--- src/rtl/uat_top.sv ---
// rtl/uat_top.sv - 16x-oversampled UART transmitter, LSB first, 1 or 2 stop bits
//
// Purpose: serialises one byte per frame on ser_out:
//   start bit (0), data bits 0..7, optional even parity bit, then STOP_BITS stop bits (1).
//   Each bit lasts 16 clk_16x cycles.
// Optional feature: define UAT_PARITY_EN to insert an even-parity bit between data and stop.
// Parameters:
//   STOP_BITS  stop bits per frame, 1 or 2
// Ports:
//   clk_16x   in   clock at 16x the bit rate
//   rst_n     in   asynchronous active-low reset
//   din_rdy   in   load strobe, accepted only while idle
//   din_byte  in   byte to send, latched on the accepting edge
//   ser_out   out  registered serial line, idle high
//   tx_busy   out  high while a frame is in progress
//   tx_done   out  one-cycle pulse in the first idle cycle after a frame
module uat_top #(
  parameter int STOP_BITS = 1
) (
  input  logic       clk_16x,
  input  logic       rst_n,
  input  logic       din_rdy,
  input  logic [7:0] din_byte,
  output logic       ser_out,
  output logic       tx_busy,
  output logic       tx_done
);

`ifdef UAT_PARITY_EN
  typedef enum logic [2:0] {S_IDLE, S_START, S_DATA, S_PARITY, S_STOP} state_e;
`else
  typedef enum logic [2:0] {S_IDLE, S_START, S_DATA, S_STOP} state_e;
`endif

  // Index of the final stop bit, compared against the bit counter in STOP.
  localparam logic [2:0] STOP_LAST = 3'(STOP_BITS - 1);

  state_e      state_q, state_d;
  logic [3:0]  sample_q, sample_d;
  logic [2:0]  bit_q, bit_d;
  logic [7:0]  shift_q, shift_d;
  logic        ser_out_q, ser_out_d;
  logic        tx_done_q, tx_done_d;
  logic        sample_wrap;
`ifdef UAT_PARITY_EN
  // Parity is captured at accept time because the shift register is consumed during DATA.
  logic        parity_q, parity_d;
`endif

  assign sample_wrap = (sample_q == 4'd15);

  always_comb begin
    state_d   = state_q;
    sample_d  = sample_q;
    bit_d     = bit_q;
    shift_d   = shift_q;
    tx_done_d = 1'b0;
    ser_out_d = 1'b1;
`ifdef UAT_PARITY_EN
    parity_d  = parity_q;
`endif

    // The sample counter free-runs while a frame is active; its natural 15->0
    // wrap marks every bit boundary.
    if (state_q != S_IDLE) begin
      sample_d = sample_q + 4'd1;
    end

    case (state_q)
      S_IDLE: begin
        if (din_rdy) begin
          state_d  = S_START;
          shift_d  = din_byte;
          sample_d = 4'd0;
          bit_d    = 3'd0;
`ifdef UAT_PARITY_EN
          parity_d = ^din_byte;
`endif
        end
      end
      S_START: begin
        if (sample_wrap) state_d = S_DATA;
      end
      S_DATA: begin
        if (sample_wrap) begin
          shift_d = {1'b0, shift_q[7:1]};
          bit_d   = bit_q + 3'd1;
          // bit_q wraps 7->0 here, so STOP starts with the bit counter at 0.
          if (bit_q == 3'd7) begin
`ifdef UAT_PARITY_EN
            state_d = S_PARITY;
`else
            state_d = S_STOP;
`endif
          end
        end
      end
`ifdef UAT_PARITY_EN
      S_PARITY: begin
        if (sample_wrap) state_d = S_STOP;
      end
`endif
      S_STOP: begin
        if (sample_wrap) begin
          if (bit_q == STOP_LAST) begin
            state_d   = S_IDLE;
            bit_d     = 3'd0;
            tx_done_d = 1'b1;
          end else begin
            bit_d = bit_q + 3'd1;
          end
        end
      end
      default: state_d = S_IDLE;
    endcase

    // ser_out is registered, so it is derived from the state being entered.
    case (state_d)
      S_START:  ser_out_d = 1'b0;
      S_DATA:   ser_out_d = shift_d[0];
`ifdef UAT_PARITY_EN
      S_PARITY: ser_out_d = parity_d;
`endif
      default:  ser_out_d = 1'b1;
    endcase
  end

  always_ff @(posedge clk_16x or negedge rst_n) begin
    if (!rst_n) begin
      state_q   <= S_IDLE;
      sample_q  <= 4'd0;
      bit_q     <= 3'd0;
      shift_q   <= 8'h00;
      ser_out_q <= 1'b1;
      tx_done_q <= 1'b0;
`ifdef UAT_PARITY_EN
      parity_q  <= 1'b0;
`endif
    end else begin
      state_q   <= state_d;
      sample_q  <= sample_d;
      bit_q     <= bit_d;
      shift_q   <= shift_d;
      ser_out_q <= ser_out_d;
      tx_done_q <= tx_done_d;
`ifdef UAT_PARITY_EN
      parity_q  <= parity_d;
`endif
    end
  end

  assign ser_out = ser_out_q;
  assign tx_busy = (state_q != S_IDLE);
  assign tx_done = tx_done_q;

endmodule

--- config.mk ---
export PLATFORM = sky130hd
export DESIGN_NAME = uat_top
export DESIGN_NICKNAME = d
export VERILOG_FILES = /design/src/rtl/uat_top.sv
export SDC_FILE = /design/constraint.sdc
export NUM_CORES = 1
export LEC_CHECK = 0
export BUFFER_PORTS_ARGS = -buffer_cell sky130_fd_sc_hd__buf_2
export CAP_MARGIN = 20
export CELL_PAD_IN_SITES_DETAIL_PLACEMENT = 0
export CELL_PAD_IN_SITES_GLOBAL_PLACEMENT = 2
export CORE_ASPECT_RATIO = 0.75
export CORE_MARGIN = 5
export CORE_UTILIZATION = 35
export CTS_CLUSTER_DIAMETER = 200
export DETAILED_ROUTE_END_ITERATION = 8
export PLACE_DENSITY_LB_ADDON = 0.12
export SYNTH_ARGS = -nofsm -noshare
export SYNTH_HDL_FRONTEND = slang
export SYNTH_SLANG_ARGS = --single-unit
--- constraint.sdc ---
create_clock -name clk_16x -period 2.53 [get_ports clk_16x]
set_clock_uncertainty 0.1 [all_clocks]
set_input_delay 0.253 -clock clk_16x [delete_from_list [all_inputs] [get_ports clk_16x]]
set_output_delay 0.253 -clock clk_16x [all_outputs]
set_load 0.005 [all_outputs]
======== Word level (Yosys, flattened, before mapping) ========
Index checks and enable logic that the tools add are counted.
storage, ports and cells
  output and inout port bits .............. 3
  input port bits ......................... 11
  logic and storage cells ................. 48
  register bits ........................... 20
operators by class
  eq/ne operators ......................... 10
  add/subtract/negate cells ............... 2
  reductions and logical operators ........ 7
  mux-type cells .......................... 22
operator list
  operator               count
  $mux W3                10
  $mux W8                2
  $pmux W8 S2            1
  $mux W4                3
  $pmux W3 S4            1
  $eq A3 B2 Y1 const B   3
  $pmux W3 S3            1
  $eq A3 B1 Y1 const B   2
  $logic_not A3 Y1       2
  $ne A2 B2 Y1 const B   3
  $reduce_bool A3 Y1     2
  $add A4 B1 Y4 const B  1
  $eq A4 B4 Y1 const B   1
  $reduce_and A4 Y1      1
  $add A3 B1 Y3 const B  1
  $eq A3 B3 Y1 const B   1
  $mux W1                3
  $reduce_and A3 Y1      1
  $pmux W1 S2            1
  $reduce_bool A2 Y1     1

======== Depth between registers and ports, before layout ========
  depth after elaboration ................. 6
  mapped depth ............................ 6
  mapped depth without buffers ............ 6

======== Worst setup path before layout ========
No wires, ideal clock.
  path type ............................... reg2reg
  from .................................... reg state_q[1]
  to ...................................... reg ser_out_q, in the netlist ser_out
  arrival ................................. 1,642 ps
  cell stages (with the launch flop) ...... 6
  setup slack ............................. 706 ps
  clock period less this slack ............ 1,824 ps
  setup time .............................. 82 ps
  data required time ...................... 2,348 ps
  path buffers ............................ 1
  path through ............................ dfrtp_1 buf_8 nor4b_4 a21oi_4 a221o_1 o31a_1
between the ends
  elaborated cells between the ends (all ways) .. 15
  those cells by class .................... eq/ne (5); mux (9); reduce/logical (1)
RTL lines
  what                                                     RTL line  text
  start: declaration                                       38        state_e state_q, state_d;
  start signal: assignment                                 140       state_q <= state_d;
  $eq A3 B2 Y1 / $logic_not A3 Y1 (equally long branches)  69        case (state_q)
  $pmux W8 S2 (*)                                          69
  named net shift_d[0]                                     41        logic [7:0] shift_q, shift_d;
  $pmux W1 S2 (*)                                          118       case (state_d)
  named net ser_out_d                                      42        logic ser_out_q, ser_out_d;
  end signal: assignment                                   144       ser_out_q <= ser_out_d;
  end: declaration                                         42
Mark *: on every way through the listed nets, which the timed path passes. The rest lies on a longest branch.
A chain may end at the register's enable or synchronous reset.

======== Worst setup path after layout ========
Same ends and word-level chain as after synthesis.

==> run_results.csv <==
group,metric,value,unit
clock_network,insertion_delay,0.26,ns
clock_network,cts_hold_repair.buffers,1,
detailed_routing,drc,0,
clock_network,worst_setup_hold_path_clk_slew,0.08,ns
detailed_routing,routed_wire_length_per_instance,13.0,um
outcome,outcome,"completed",
detailed_routing,detailedRoute.firstIterationViolations,78,
synth,ys_seq_area_share,49.6,%
floorplan,ios,14,
sta,report.final.hold_viol_count,0,
sta,setup-violations-final,0,
placement,port_buffers,13,
sta,slew_headroom,65.4,%
clock_network,clk_path_buf_depth,2,
worst_hold_path,worst_hold_startpoint,"din_byte[7]",
synth,synth.ff_latch_count,20,
floorplan,fp.dieArea,4070,sq um
cells_and_area,share_of_layout_cells_above_drive_strength_1,22.1,%
cells_and_area,final_util,43.1,%
global_route,initial_antenna_violation_count,0,
placement,routabilityCongestion,0.711,
clock_network,clock_sink_count,20,
global_route,grt_max_degree,21,
floorplan,core-area,2680,sq um
cells_and_area,layout_net_count,129,
detailed_routing,route.vias.total,730,
cells_and_area,final.fill_count,273,
synth,post_synth_instance_area,1010,sq um
detailed_routing,wl,1940,um
worst_setup_path,critPathCaptureType,"flop",
detailed_routing,routed_via_density,4.90,
sta,unrepaired_setup_endpoints_after_global_routing,"no",
worst_setup_path,worst-endpoint-required,2.63,ns
synth,synth_fp_nets,114,
sta,worst_pin_slew,0.518,ns
clock_network,tritoncts.num_buffers,3,
detailed_routing,remaining_antenna_violation_count_after_routing,0,
clock_network,cts_tree,"yes",
sta,ratio_of_final_minimum_period_to_clock_period,78.0,%
worst_setup_path,cp_max_fo,9,
synth,synthesis.yosys.warnings,0,
cells_and_area,syn2layout_area_growth,14.4,%
cells_and_area,antennaDiodeCount,0,
synth,postSynthAreaPerCell,10.2,sq um
power,peakVddDrop,0.000345,V
global_route,first_global_vias,703,
power,power.leakage,0.546,nW
global_route,gr-total-overflow,0,
floorplan,die_h,56.5,um
worst_setup_path,setup.worst_path.start,"state_q[1]",
worst_setup_path,worst-setup-path-type,"flop to flop",
power,power_per_cell_area,686,nW/um^2
worst_hold_path,worstHoldPathType,"primary input to flop",
synth,synth_cells,99,
sta,min_period,1.97,ns
floorplan,start_util,37.7,%
synth,synth.lib_cells_used.distinct,33,
detailed_routing,detail_route.first_pass.iterations,4,
clock_network,ctsHtreeMaxLevel,1,
clock_network,clockRootBuffer,"sky130_fd_sc_hd__clkbuf_8",
clock_network,post_cts_resized,0,
worst_setup_path,critPathLaunchType,"flop",
sta,final-max-slew-violation-count,0,
sta,fin_tns_setup,0,ns
flow_run,max_cap_violations,0,
floorplan,placement_rows,16,
worst_setup_path,cp_data_arrival_time,2.07,ns
placement,place_hpwl,1420,um
sta,max_clock_freq,0.507,GHz
worst_setup_path,reg2reg_start,"state_q[1]",
global_route,groute.usage.overall,10.7,%
clock_network,cts_setup_buffers,0,
floorplan,die_x,72.1,um
global_route,grt_pass1_wl,3360,um
## Yosys cell counts
library cell / instances / area share, %
sky130_fd_sc_hd__and3_1: 2 / 1.2
sky130_fd_sc_hd__nor2b_1: 1 / 0.62
sky130_fd_sc_hd__a21oi_1: 2 / 0.99
sky130_fd_sc_hd__conb_1: 1 / 0.37
sky130_fd_sc_hd__a21oi_4: 1 / 1.6
sky130_fd_sc_hd__a22oi_1: 6 / 4.5
sky130_fd_sc_hd__or3_1: 1 / 0.62
sky130_fd_sc_hd__inv_1: 5 / 1.9
sky130_fd_sc_hd__and2_1: 1 / 0.62
sky130_fd_sc_hd__ha_1: 4 / 5.0
sky130_fd_sc_hd__o21ai_2: 1 / 0.87
sky130_fd_sc_hd__nand2b_1: 4 / 2.5
sky130_fd_sc_hd__nand3b_1: 1 / 0.74
sky130_fd_sc_hd__or4_2: 1 / 0.87
sky130_fd_sc_hd__nor3b_1: 1 / 0.74
sky130_fd_sc_hd__o21ai_0: 7 / 3.5
sky130_fd_sc_hd__nor4b_4: 1 / 2.4
sky130_fd_sc_hd__a221o_1: 1 / 0.99
sky130_fd_sc_hd__buf_8: 1 / 1.5
sky130_fd_sc_hd__o211ai_1: 1 / 0.74
sky130_fd_sc_hd__mux2i_1: 1 / 0.99
sky130_fd_sc_hd__or3_2: 1 / 0.74
sky130_fd_sc_hd__nand2_1: 17 / 6.3
sky130_fd_sc_hd__o31a_1: 2 / 1.7
sky130_fd_sc_hd__dfrtp_1: 19 / 47
sky130_fd_sc_hd__nand4_1: 1 / 0.62
sky130_fd_sc_hd__clkbuf_1: 3 / 1.1
sky130_fd_sc_hd__nand3_1: 6 / 3.0
sky130_fd_sc_hd__buf_6: 1 / 1.1
sky130_fd_sc_hd__or4b_2: 1 / 0.99
sky130_fd_sc_hd__dfstp_2: 1 / 2.6
sky130_fd_sc_hd__nor3_1: 2 / 0.99
sky130_fd_sc_hd__or2b_1: 1 / 0.74
## kinds of logic after synthesis
logic type | count (synthesis) | share of synthesized area [%]
simple gates | 42 | 23.6
compound gates | 21 | 14.9
flops | 20 | 49.6
buf+inv | 10 | 5.57
fa+ha+maj | 4 | 4.95
mux | 1 | 0.990
other cells | 1 | 0.371
## cells in the final DEF (no fill, tap or decap)
master / Yosys / routed
sky130_fd_sc_hd__nor2b_1: 1 / 1
sky130_fd_sc_hd__nand3_1: 6 / 6
sky130_fd_sc_hd__nor4b_4: 1 / 1
sky130_fd_sc_hd__a22oi_1: 6 / 6
sky130_fd_sc_hd__mux2i_1: 1 / 1
sky130_fd_sc_hd__nand3b_1: 1 / 1
sky130_fd_sc_hd__dfstp_2: 1 / 1
sky130_fd_sc_hd__nand4_1: 1 / 1
sky130_fd_sc_hd__or4_2: 1 / 1
sky130_fd_sc_hd__o21ai_2: 1 / 1
sky130_fd_sc_hd__dfrtp_1: 19 / 19
sky130_fd_sc_hd__ha_1: 4 / 4
sky130_fd_sc_hd__or4b_2: 1 / 1
sky130_fd_sc_hd__clkbuf_8: 0 / 4
sky130_fd_sc_hd__nand2b_1: 4 / 4
sky130_fd_sc_hd__o21ai_0: 7 / 7
sky130_fd_sc_hd__or2b_1: 1 / 1
sky130_fd_sc_hd__or3_1: 1 / 1
sky130_fd_sc_hd__and2_1: 1 / 1
sky130_fd_sc_hd__and3_1: 2 / 2
sky130_fd_sc_hd__a21oi_4: 1 / 1
sky130_fd_sc_hd__nand2_1: 17 / 17
sky130_fd_sc_hd__buf_4: 0 / 1
sky130_fd_sc_hd__o31a_1: 2 / 2
sky130_fd_sc_hd__nor3b_1: 1 / 1
sky130_fd_sc_hd__a221o_1: 1 / 1
sky130_fd_sc_hd__o211ai_1: 1 / 1
sky130_fd_sc_hd__or3_2: 1 / 1
sky130_fd_sc_hd__dlygate4sd3_1: 0 / 1
sky130_fd_sc_hd__inv_1: 5 / 5
sky130_fd_sc_hd__nor3_1: 2 / 2
sky130_fd_sc_hd__conb_1: 1 / 1
sky130_fd_sc_hd__buf_2: 0 / 13
sky130_fd_sc_hd__a21oi_1: 2 / 2
## worst max-delay path, stage by stage (launching register included)
cell                      delay [ns]
sky130_fd_sc_hd__dfrtp_1        0.52
sky130_fd_sc_hd__nor3b_1        0.50
sky130_fd_sc_hd__a21oi_4        0.16
sky130_fd_sc_hd__a221o_1        0.34
sky130_fd_sc_hd__o31a_1         0.30
## layout make-up
| cell class | instances | area (sq um) | area share, % |
|---|---|---|---|
| timing repair buffer | 15 | 82.6 | 7.14 |
| inverter | 5 | 18.8 | 1.62 |
| tap | 36 | 45.0 | 3.90 |
| clock buffer | 4 | 55.1 | 4.76 |
| sequential | 20 | 502 | 43.4 |
| multi-input combinational | 69 | 453 | 39.2 |
## power by group
group          switching (W)  internal (W)
Clock               0.000108      0.000139
Sequential         0.0000488      0.000380
Combinational      0.0000617     0.0000566
Total               0.000218      0.000576
## flip-flops by register name (all words and copies together) (netlist names)
register / flops
state_q: 3
bit_q: 3
tx_done: 1
sample_q: 4
shift_q: 8
ser_out: 1
## path summary, 6_finish.rpt
path / slack (ns) / cells after the start / end
setup / recovery: 0.56 / 4 / ser_out
hold / removal: 0.11 / 3 / shift_q[7]
setup reg to reg: 0.56 / 4 / ser_out
hold reg to reg: 0.38 / 2 / shift_q[4]
max in group asynchronous: 1.63 / 2 / ser_out
min in group asynchronous: 0.36 / 2 / shift_q[1]
## routing by layer
metal | up-vias | global-route usage [%] | part of all wire (%)
met3 | 5 | 4.46 | 5.4
met1 | 338 | 15.3 | 52
met4 | 0 | 3.22 | 1.1
met5 | - | 0 | 0
li1 | 374 | - | -
met2 | 13 | 14.5 | 42
## stage by stage
stage	instance area, sq um	std cells	power (W)	setup WS (ns)	hold WS (ns)
floorplan	1010	99	0.000513	0.706	-0.143
detailed placement	1090	144	0.000555	0.569	0.139
global route	1160	149	0.000850	0.460	0.112
finish	1160	149	0.000794	0.558	0.107
CTS	1160	149	0.000805	0.551	0.102
global placement	1090	144	0.000556	0.655	0.131
Note: power is estimated with default switching activity, not from simulation.
